[config.mk]
export PLATFORM = sky130hd
export DESIGN_NAME = bus_timer
export DESIGN_NICKNAME = d
export VERILOG_FILES = /design/src/rtl/bus_timer.sv
export SDC_FILE = /design/constraint.sdc
export NUM_CORES = 1
export LEC_CHECK = 0
export ABC_AREA = 1
export CAP_MARGIN = 30
export CORE_ASPECT_RATIO = 0.9
export CORE_MARGIN = 2
export CORE_UTILIZATION = 59
export DETAILED_ROUTE_END_ITERATION = 7
export PLACE_DENSITY = 0.86
export SLEW_MARGIN = 10
export SYNTH_ARGS = -nofsm -noshare
export SYNTH_HDL_FRONTEND = slang
export SYNTH_SLANG_ARGS = --single-unit
[constraint.sdc]
create_clock -name clk -period 2.7 [get_ports clk]
set_input_delay 0.27 -clock clk [delete_from_list [all_inputs] [get_ports clk]]
set_output_delay 0.27 -clock clk [all_outputs]
set_load 0.005 [all_outputs]
[src/rtl/bus_timer.sv]
`default_nettype none
// ============================================================================
// Module      : bus_timer
// Description : Memory-mapped up-counting timer with a 16-bit prescaler,
//               auto-reload / one-shot modes and a maskable update interrupt.
//
//   Register map (byte offsets from BASE_ADDR, word access only):
//     0x00 CTRL   [0] EN, [1] OPM (1 = one-shot), [2] IE
//     0x04 PSC    [15:0] prescale value (tick every PSC+1 cycles)
//     0x08 CNT    [31:0] counter
//     0x0C ARR    [31:0] reload / compare value
//     0x10 STATUS [0] UIF, write 1 to clear
//
//   Ports:
//     clk    : single clock, rising edge
//     reset  : synchronous active-high reset
//     we     : bus write strobe
//     addr   : bus byte address, block decoded on addr[31:8]
//     wData  : bus write data
//     func3  : store width, only word (3'b010) stores are accepted
//     rData  : combinational read data for addr
//     irq    : interrupt request, UIF & IE
//
// Revision    : 1.0 - initial release
// ============================================================================
module bus_timer #(
    parameter logic [31:0] BASE_ADDR = 32'h1000_0000
) (
    input  logic        clk,
    input  logic        reset,
    input  logic        we,
    input  logic [31:0] addr,
    input  logic [31:0] wData,
    input  logic [2:0]  func3,
    output logic [31:0] rData,
    output logic        irq
);

    localparam logic [7:0] c_OFF_CTRL   = 8'h00;
    localparam logic [7:0] c_OFF_PSC    = 8'h04;
    localparam logic [7:0] c_OFF_CNT    = 8'h08;
    localparam logic [7:0] c_OFF_ARR    = 8'h0C;
    localparam logic [7:0] c_OFF_STATUS = 8'h10;
    localparam logic [2:0] c_FUNC3_WORD = 3'b010;

    // Registered state
    logic        r_en;
    logic        r_opm;
    logic        r_ie;
    logic        r_uif;
    logic [15:0] r_psc;
    logic [15:0] r_preCnt;
    logic [31:0] r_cnt;
    logic [31:0] r_arr;

    // Decode and event wires
    logic        w_sel;
    logic        w_wrOk;
    logic        w_wrCtrl;
    logic        w_wrPsc;
    logic        w_wrCnt;
    logic        w_wrArr;
    logic        w_wrStatus;
    logic        w_tick;
    logic        w_update;

    assign w_sel      = (addr[31:8] == BASE_ADDR[31:8]);
    assign w_wrOk     = we && w_sel && (func3 == c_FUNC3_WORD) && (addr[1:0] == 2'b00);
    assign w_wrCtrl   = w_wrOk && (addr[7:0] == c_OFF_CTRL);
    assign w_wrPsc    = w_wrOk && (addr[7:0] == c_OFF_PSC);
    assign w_wrCnt    = w_wrOk && (addr[7:0] == c_OFF_CNT);
    assign w_wrArr    = w_wrOk && (addr[7:0] == c_OFF_ARR);
    assign w_wrStatus = w_wrOk && (addr[7:0] == c_OFF_STATUS);

    // Tick on the cycle the prescaler reaches PSC; the update event is a
    // tick that finds CNT at the compare value. A CNT above ARR simply runs
    // on through the natural 32-bit wrap without matching.
    assign w_tick   = r_en && (r_preCnt == r_psc);
    assign w_update = w_tick && (r_cnt == r_arr);

    always_ff @(posedge clk) begin
        if (reset) begin
            r_en     <= 1'b0;
            r_opm    <= 1'b0;
            r_ie     <= 1'b0;
            r_uif    <= 1'b0;
            r_psc    <= 16'd0;
            r_preCnt <= 16'd0;
            r_cnt    <= 32'd0;
            r_arr    <= 32'hFFFF_FFFF;
        end else begin
            // Control: a bus write beats the one-shot self-disable
            if (w_wrCtrl) begin
                r_en  <= wData[0];
                r_opm <= wData[1];
                r_ie  <= wData[2];
            end else if (w_update && r_opm) begin
                r_en <= 1'b0;
            end

            // Prescaler: writing PSC restarts the prescale phase
            if (w_wrPsc) begin
                r_psc    <= wData[15:0];
                r_preCnt <= 16'd0;
            end else if (r_en) begin
                r_preCnt <= w_tick ? 16'd0 : r_preCnt + 16'd1;
            end

            // Counter: a bus write beats both increment and reload
            if (w_wrCnt) begin
                r_cnt <= wData;
            end else if (w_tick) begin
                r_cnt <= w_update ? 32'd0 : r_cnt + 32'd1;
            end

            if (w_wrArr) begin
                r_arr <= wData;
            end

            // Update flag: a same-cycle event wins over the W1C
            if (w_update) begin
                r_uif <= 1'b1;
            end else if (w_wrStatus && wData[0]) begin
                r_uif <= 1'b0;
            end
        end
    end

    always_comb begin
        rData = 32'd0;
        if (w_sel) begin
            case (addr[7:0])
                c_OFF_CTRL:   rData = {29'd0, r_ie, r_opm, r_en};
                c_OFF_PSC:    rData = {16'd0, r_psc};
                c_OFF_CNT:    rData = r_cnt;
                c_OFF_ARR:    rData = r_arr;
                c_OFF_STATUS: rData = {31'd0, r_uif};
                default:      rData = 32'd0;
            endcase
        end
    end

    assign irq = r_uif & r_ie;

endmodule
`default_nettype wire

# Word level (Yosys, flattened, before mapping)
# Cells that the tools add are included.
# totals
output_inout_bits	33
elab_cells	47
in_bits	70
ff_bits	100
# classes
eq_ne	8
n_reduce_logical	18
n_mux	10
bitwise_logic	1
n_addsub	2
# ops
op	count
$pmux W32 S5	1
$mux W32	4
$add A32 B1 Y32 const B	1
$eq A32 B32 Y1	1
$eq A24 B21 Y1 const B	1
$add A16 B1 Y16 const B	1
$eq A16 B16 Y1	1
$eq A8 B4 Y1 const B	2
$mux W16	1
$logic_and A1 B1 Y1	12
$eq A8 B3 Y1 const B	1
$eq A8 B5 Y1 const B	1
$logic_not A8 Y1	1
$reduce_bool A2 Y1	3
$mux W1	4
$eq A3 B2 Y1 const B	1
$logic_not A2 Y1	1
$reduce_or A2 Y1	1
$and A1 B1 Y1	1

# Longest topological paths before layout
# Gate-level depths: netlist of the first run.
# logic_depth
depth_word	8
ltp_mapped	12
ltp_nobuf	12

# Least setup slack after synthesis of the first run
# OpenSTA, ideal clock, no wires.
# synth_timing
path_kind	in2out
startpoint	input addr[7]
endpoint	output rData[16]
setup_slack_ns	1.018
n_path_buf	1
required_ns	2.430
cell_stages	6
arrival_time_ns	1.412
path_cell_list	nor2_2 > nand3_2 > nor3_2 > clkbuf_1 > nand2_1 > a21oi_1
# synth_between
elab_chain_cells	3
elab_cells_between_ends	7
classes_between	eq/ne: 4; mux: 2; reduce/logical: 1
# synth_lines
item	line_no	source
start, declared	32	input logic [31:0] addr,
$eq A8 B5 Y1, or another cell as far along	132	case (addr[7:0])
$pmux W32 S5 *	132	
$mux W32 *	131	if (w_sel) begin
end, declared	35	output logic [31:0] rData,
# Every way passes the cells marked *; elsewhere a longest branch is shown, timed or not.

# Worst setup path after layout of the first run
# layout_timing
startpoint	input addr[7]
endpoint	output rData[0]
# The elaborated chain is that of the path after synthesis.

==> results.sh, run 1 <==
export IMPL_grt_total_usage_pct=35.1
export IMPL_r2r_worst_path_cells=9
export IMPL_die_w_microns=117
export IMPL_drtIter0Drc=811
export IMPL_place_gp_congestion=1.02
export IMPL_fin_crit_ns=2.64
export IMPL_grt_pass1_wl_microns=34100
export IMPL_ys_ff_latch=100
export IMPL_drive_gt1_share_pct=5.56
export IMPL_synth_compound_area_share_pct=12.8
export IMPL_clockBufferDepth=2
export IMPL_synth_top_family_by_area="simple AND/OR/NAND/NOR gates"
export IMPL_synth_edf_count=0
export IMPL_antenna_cells=0
export IMPL_core_area_sq_um=11300
export IMPL_antenna_found_initial=0
export IMPL_synth_xor_area_share_pct=6.85
export IMPL_path_clk_slew_ns=0.07
export IMPL_start_util_pct=59.8
export IMPL_worst_path_max_delay_cell="clkdlybuf4s50_1"
export IMPL_path_delay_family="buffers and inverters"
export IMPL_mappedNetlistArea_sq_um=6780
export IMPL_cp_data_arrival_time_ns=2.37
export IMPL_reg2reg_slack_ns=0.38
export IMPL_end_kind="primary output"
export IMPL_timing_rr_start="r_preCnt[11]"
export IMPL_cts_sinks=100
export IMPL_path_max_fanout=6
export IMPL_hold_path_class="reg -> reg"
export IMPL_cap_violations=0
export IMPL_cpPeakStageDelay_ns=0.53
export IMPL_routed_wl_microns=22000
export IMPL_crit_path_cell_trace="clkdlybuf4s50_1 > nor2_4 > nand3_4 > nor2_1 > inv_1 > o21ai_0 > a21oi_1 > a31oi_1 > clkdlybuf4s50_1"
export IMPL_drtAntennaViolNets=0
export IMPL_synth_top_area_share_pct=29.5
export IMPL_numCtsBuffers=9
export IMPL_syn2layout_area_growth_pct=23.4
export IMPL_cts_tree="yes"
export IMPL_p_total_uw=3050
export IMPL_dpl_hpwl_microns=15900
export IMPL_tightest_slew_ns=0.677
export IMPL_slew_violations=0
export IMPL_ir_drop_mv=0.339
export IMPL_crit_type="in -> out"
export IMPL_synth_warnings=0
export IMPL_synth_ff_type="dfxtp_1"
export IMPL_clock_skew_ns=0.00887
export IMPL_p_sw_uw=702
export IMPL_intPower_uw=2350
export IMPL_ys_seq_area_share_pct=29.5
export IMPL_async_reset_ff_share_pct=0
export IMPL_critPathRequiredTime_ns=2.43
export IMPL_fin_nets=1273
export IMPL_ys_types=37
export IMPL_maxSlewHeadroom_pct=54.5
export IMPL_wl_per_cell_microns=16.1
export IMPL_fill_cells=1003
export IMPL_seq_power_share_pct=48.3
export IMPL_io_pins=103
export IMPL_power_frac_comb_pct=6.3
export IMPL_finalInstanceArea_sq_um=8370
export IMPL_setup_viol=0
export IMPL_max_freq_ghz=0.379
export IMPL_yosysTopAreaCell="dfxtp_1"
export IMPL_power_leakage_uw=0.00331
export IMPL_port_buffers=102
export IMPL_synthAdderAreaFrac_pct=0.369
export IMPL_clockRootBuffer="clkbuf_16"
export IMPL_switching_share_pct=23.0
export IMPL_synthMuxAreaShare_pct=0
export IMPL_syn_nets=1191
export IMPL_crit_top_cell="clkdlybuf4s50_1"
export IMPL_hold_buffers=0
export IMPL_hold_end="r_arr[23]"
export IMPL_htree_num_levels=3
export IMPL_power_frac_clock_pct=45.4
export IMPL_grt_max_degree=38
export IMPL_avgSynthCellArea_sq_um=6.06
export IMPL_dr_pass1_iters=6
export IMPL_die_area_sq_um=12400
export IMPL_num_vias=7793
export IMPL_die_y_microns=106
export IMPL_synthTopCellsByArea="dfxtp_1 (30%), nand2_1 (18%), inv_1 (7.1%), nor2_1 (6.6%), a21oi_1 (6.0%)"
export IMPL_outcome="completed"
export IMPL_synth_simple_area_share_pct=39.3
export IMPL_final_hold_viol_count=0
export IMPL_route_detailed_drc=0
export IMPL_p_per_area_nw_per_um2=365
export IMPL_num_rows=37
export IMPL_grt_pass1_vias=6960
export IMPL_syn_instance_count=1119
export IMPL_min_path_cells=2
export IMPL_post_route_period_util_pct=97.8
export IMPL_overflow=0
export IMPL_vias_per_cell=5.72
export IMPL_dpl_cell_area_sq_um=7950
export IMPL_insertion_delay_ns=0.36
export IMPL_rsz0062_at_grt="yes"
export IMPL_startpoint_type="input pin"
export IMPL_worstPathBufferInverterCount=3
export IMPL_rr_endpoint="r_cnt[19]"
export IMPL_min_from="r_arr[23]"
## worst max-delay path by stage
stage | startpoint | to | cells after the start
finish | addr[7] | rData[0] | 9
global route | addr[7] | rData[0] | 9
CTS | addr[1] | rData[4] | 10
detailed placement | addr[7] | rData[4] | 9
global placement | addr[7] | rData[4] | 9
floorplan | addr[7] | rData[16] | 6
## area by class of cell
type                            instances  area [sq um]  area share [%]
Clock buffer                           11           253            3.02
Inverter                              132           495            5.92
Timing Repair Buffer                  130          1300            15.5
Sequential cell                       100          2000            23.9
Tap cell                              156           195            2.33
Multi-Input combinational cell        828          4070            48.6
Clock inverter                          5          57.6           0.688
## sequential cells by signal (all words and copies together) (netlist names)
register and flops:
r_uif 1, r_cnt 32, r_arr 32, r_en 1, r_ie 1, r_preCnt 16, r_opm 1, r_psc 16
## synthesized netlist by cell type, types with 3 or more instances
cell / number
a21oi_1: 81
a31oi_1: 9
and3_1: 5
buf_1: 3
buf_2: 23
clkbuf_1: 30
dfxtp_1: 100
inv_1: 128
inv_2: 4
nand2_1: 331
nand3_1: 77
nand3b_1: 5
nand4_1: 42
nor2_1: 119
nor2_2: 3
nor3_1: 17
nor3b_1: 4
o211ai_1: 17
o21ai_0: 29
o21ai_1: 13
o22ai_1: 7
xnor2_1: 30
xor2_1: 23
## routing by layer
| metal | GRT usage (%) | share of wire [%] | wire length (microns) | vias up |
|---|---|---|---|---|
| met5 | 0 | 0 | 0 | - |
| met4 | 9.58 | 2.1 | 471 | 0 |
| met3 | 10.4 | 12 | 2580 | 49 |
| li1 | - | - | - | 3768 |
| met2 | 50.9 | 42 | 9240 | 459 |
| met1 | 50.4 | 44 | 9660 | 3517 |
## power groups by stage
stage | clock [uW] | combinational [uW] | sequential, uW
finish | 1390 | 192 | 1470
global route | 1450 | 205 | 1470
CTS | 1400 | 187 | 1470
detailed placement | 0 | 185 | 1510
global placement | 0 | 183 | 1510
floorplan | 0 | 48.9 | 1510
## worst reg2reg max path, delay by kind of cell (launching register included)
family	cells	cell delay, ns
simple gates	4	0.92
compound gates	3	0.83
buf+inv	2	0.16
flops	1	0.35
## logic make-up after synthesis
family / Yosys count
AO/OA/AOI/OAI: 159
buffers and inverters: 191
AND/OR/NAND/NOR: 614
flip-flops: 100
XOR/XNOR: 53
adder cells (fa/ha/maj): 2
## metrics by stage
stage / utilization (%) / TNS [ns] / std cells / hold slack [ns] / worst slack (ns)
2_1_floorplan: - / 0 / 1119 / 0.418 / 1.02
6_report: 73.8 / 0 / 1362 / 0.499 / 0.0588
5_1_grt: 73.8 / -0.171 / 1362 / 0.525 / -0.0967
3_3_place_gp: 70.1 / 0 / 1343 / 0.481 / 0.0543
3_5_place_dp: 70.1 / -0.0157 / 1343 / 0.485 / -0.0157
4_1_cts: 73.0 / 0 / 1360 / 0.494 / 0.0118
## timing repair
item                                    CTS  global route
hold endpoints to repair                  0             0
resized for setup                         1            14
cloned                                    0             1
endpoints found under the setup margin    1            25
setup buffers                             1             1
pin swaps                                 1             5
## cells in the final DEF (no fill, tap or decap), drive strengths merged, types with 2 or more instances in the layout
master / netlist / layout
dlymetal6s2s: 0 / 3
o21ai: 42 / 42
nor2: 123 / 123
nand3b: 5 / 5
nor4: 3 / 3
a22oi: 2 / 2
nand3: 79 / 79
o211ai: 17 / 17
and3: 5 / 5
xnor2: 30 / 30
xor2: 23 / 23
nor3: 20 / 20
clkbuf: 31 / 12
inv: 132 / 133
dfxtp: 100 / 100
a21oi: 81 / 81
clkdlybuf4s50: 0 / 99
buf: 28 / 27
nand2: 332 / 332
nand4: 42 / 42
a31oi: 9 / 9
clkinv: 0 / 3
ha: 2 / 2
nor3b: 4 / 4
o22ai: 7 / 7
(Power assumes the default switching activity.)
==> run 2, diff against run 1 <==
PLACE_DENSITY = default   (was 0.86)
PLACE_DENSITY_LB_ADDON = 0.08   (was default)
==> results.sh, run 2 (synthesis results as in run 1) <==
export IMPL_outcome="completed"
export IMPL_worst_path_max_delay_cell="clkdlybuf4s50_1"
export IMPL_holdWs_ns=0.497
export IMPL_place_gp_congestion=1.01
export IMPL_antenna_found_initial=0
export IMPL_die_y_microns=106
export IMPL_clock_skew_ns=0.00808
export IMPL_p_per_area_nw_per_um2=363
export IMPL_core_area_sq_um=11300
export IMPL_clockRootBuffer="clkbuf_16"
export IMPL_hold_buffers=0
export IMPL_path_clk_slew_ns=0.07
export IMPL_r2r_worst_path_cells=8
export IMPL_rsz0062_at_grt="yes"
export IMPL_clockBufferDepth=2
export IMPL_io_pins=103
export IMPL_seq_power_share_pct=48.8
export IMPL_num_vias=7673
export IMPL_critPathRequiredTime_ns=2.43
export IMPL_reg_top3="r_arr (32), r_cnt (32)"
export IMPL_overflow=0
export IMPL_power_leakage_uw=0.00326
export IMPL_multi_input_area_sq_um=4050
export IMPL_cap_violations=0
export IMPL_routed_wl_microns=21900
export IMPL_drtIter0Drc=841
export IMPL_cpPeakStageDelay_ns=0.54
export IMPL_min_from="r_arr[23]"
export IMPL_post_route_period_util_pct=97.5
export IMPL_fill_cells=1031
export IMPL_drtAntennaViolNets=0
export IMPL_route_detailed_drc=0
export IMPL_wl_per_cell_microns=16.1
export IMPL_insertion_delay_ns=0.36
export IMPL_switching_share_pct=22.9
export IMPL_preCtsSetupSlack_ns=0.0533
export IMPL_power_frac_clock_pct=44.8
export IMPL_num_rows=37
export IMPL_ir_drop_mv=0.453
export IMPL_fin_nets=1271
export IMPL_start_util_pct=59.8
export IMPL_min_path_cells=2
export IMPL_die_w_microns=117
export IMPL_port_buffers=102
export IMPL_dpl_hpwl_microns=16400
export IMPL_cts_sinks=100
export IMPL_max_freq_ghz=0.380
export IMPL_cts_tree="yes"
export IMPL_mostFrequentLayoutCell="nand2_1"
export IMPL_grt_max_degree=52
export IMPL_finalInstanceArea_sq_um=8330
export IMPL_path_max_fanout=11
export IMPL_grt_total_usage_pct=35.6
export IMPL_die_area_sq_um=12400
export IMPL_drive_gt1_share_pct=4.98
export IMPL_intPower_uw=2330
export IMPL_crit_top_cell="clkdlybuf4s50_1"
export IMPL_grt_pass1_wl_microns=34300
export IMPL_antenna_cells=0
export IMPL_numCtsBuffers=9
export IMPL_dpl_cell_area_sq_um=7950
export IMPL_crit_type="in -> out"
export IMPL_reg2reg_slack_ns=0.64
export IMPL_layout_common_cells="nand2_1 (331), inv_1 (127), nor2_1 (119)"
export IMPL_grt_pass1_vias=6882
export IMPL_hold_end="r_arr[23]"
export IMPL_instances_no_fill=1360
export IMPL_crit_path_cell_trace="clkdlybuf4s50_1 > nor2_4 > inv_2 > or2_1 > nor3_1 > buf_4 > nand2_1 > a31oi_2 > clkdlybuf4s50_1"
export IMPL_p_sw_uw=691
export IMPL_hold_path_class="reg -> reg"
export IMPL_setup_ws_ns=0.0674
export IMPL_dp_cells=1342
export IMPL_p_total_uw=3020
export IMPL_vias_per_cell=5.64
export IMPL_maxSlewHeadroom_pct=63.3
export IMPL_end_kind="primary output"
export IMPL_final_hold_viol_count=0
export IMPL_power_frac_comb_pct=6.4
export IMPL_startpoint_type="input pin"
export IMPL_syn2layout_area_growth_pct=22.8
export IMPL_tightest_slew_ns=0.551
export IMPL_timing_rr_start="r_cnt[2]"
export IMPL_setup_viol=0
export IMPL_fin_crit_ns=2.63
export IMPL_rr_endpoint="r_cnt[25]"
export IMPL_cp_data_arrival_time_ns=2.36
export IMPL_htree_num_levels=3
export IMPL_ff_latch_area_sq_um=2000
export IMPL_slew_violations=0
export IMPL_dr_pass1_iters=6
## run 2: how the worst max path moves through the flow
stage / slack (ns) / cells past startpoint / from / to
detailed placement: 0.05 / 9 / addr[1] / rData[11]
global route: -0.02 / 10 / addr[1] / rData[9]
finish: 0.07 / 9 / addr[1] / rData[11]
global placement: 0.07 / 9 / addr[1] / rData[11]
floorplan: 1.02 / 6 / addr[7] / rData[16]
CTS: 0.04 / 9 / addr[1] / rData[11]
## run 2: cell type report
type,count,share of cell area (%)
Timing Repair Buffer,128,15.3
Clock buffer,10,2.87
Sequential cell,100,24.0
Multi-Input combinational cell,828,48.6
Tap cell,156,2.34
Clock inverter,6,0.871
Inverter,132,5.95
## run 2: worst max-delay path: cells and delay by family
kind | cells | cell delay, ns
compound gates | 1 | 0.20
buf+inv | 4 | 1.24
simple gates | 4 | 0.64
## run 2: power by group through the flow
stage,Clock (uW),Sequential [uW],Combinational [uW]
global route,1410,1470,205
finish,1350,1470,194
CTS,1360,1470,188
global placement,0,1510,187
floorplan,0,1510,48.9
detailed placement,0,1510,187
## run 2: per-layer routing
metal | share of wire, % | wire length, microns | GRT usage, %
met1 | 45 | 9830 | 52.0
met2 | 41 | 8990 | 51.9
met4 | 2.6 | 561 | 9.08
met3 | 12 | 2570 | 9.20
met5 | 0 | 0 | 0
## run 2: repair_timing
action / CTS / global route
resized for setup: 0 / 7
setup endpoints to repair: 0 / 24
setup buffers: 0 / 1
## run 2: per-stage QoR
step,utilization [%],setup TNS [ns]
4_1_cts,72.9,0
3_5_place_dp,70.1,0
2_1_floorplan,-,0
3_3_place_gp,70.1,0
5_1_grt,73.4,-0.0348
6_report,73.4,0
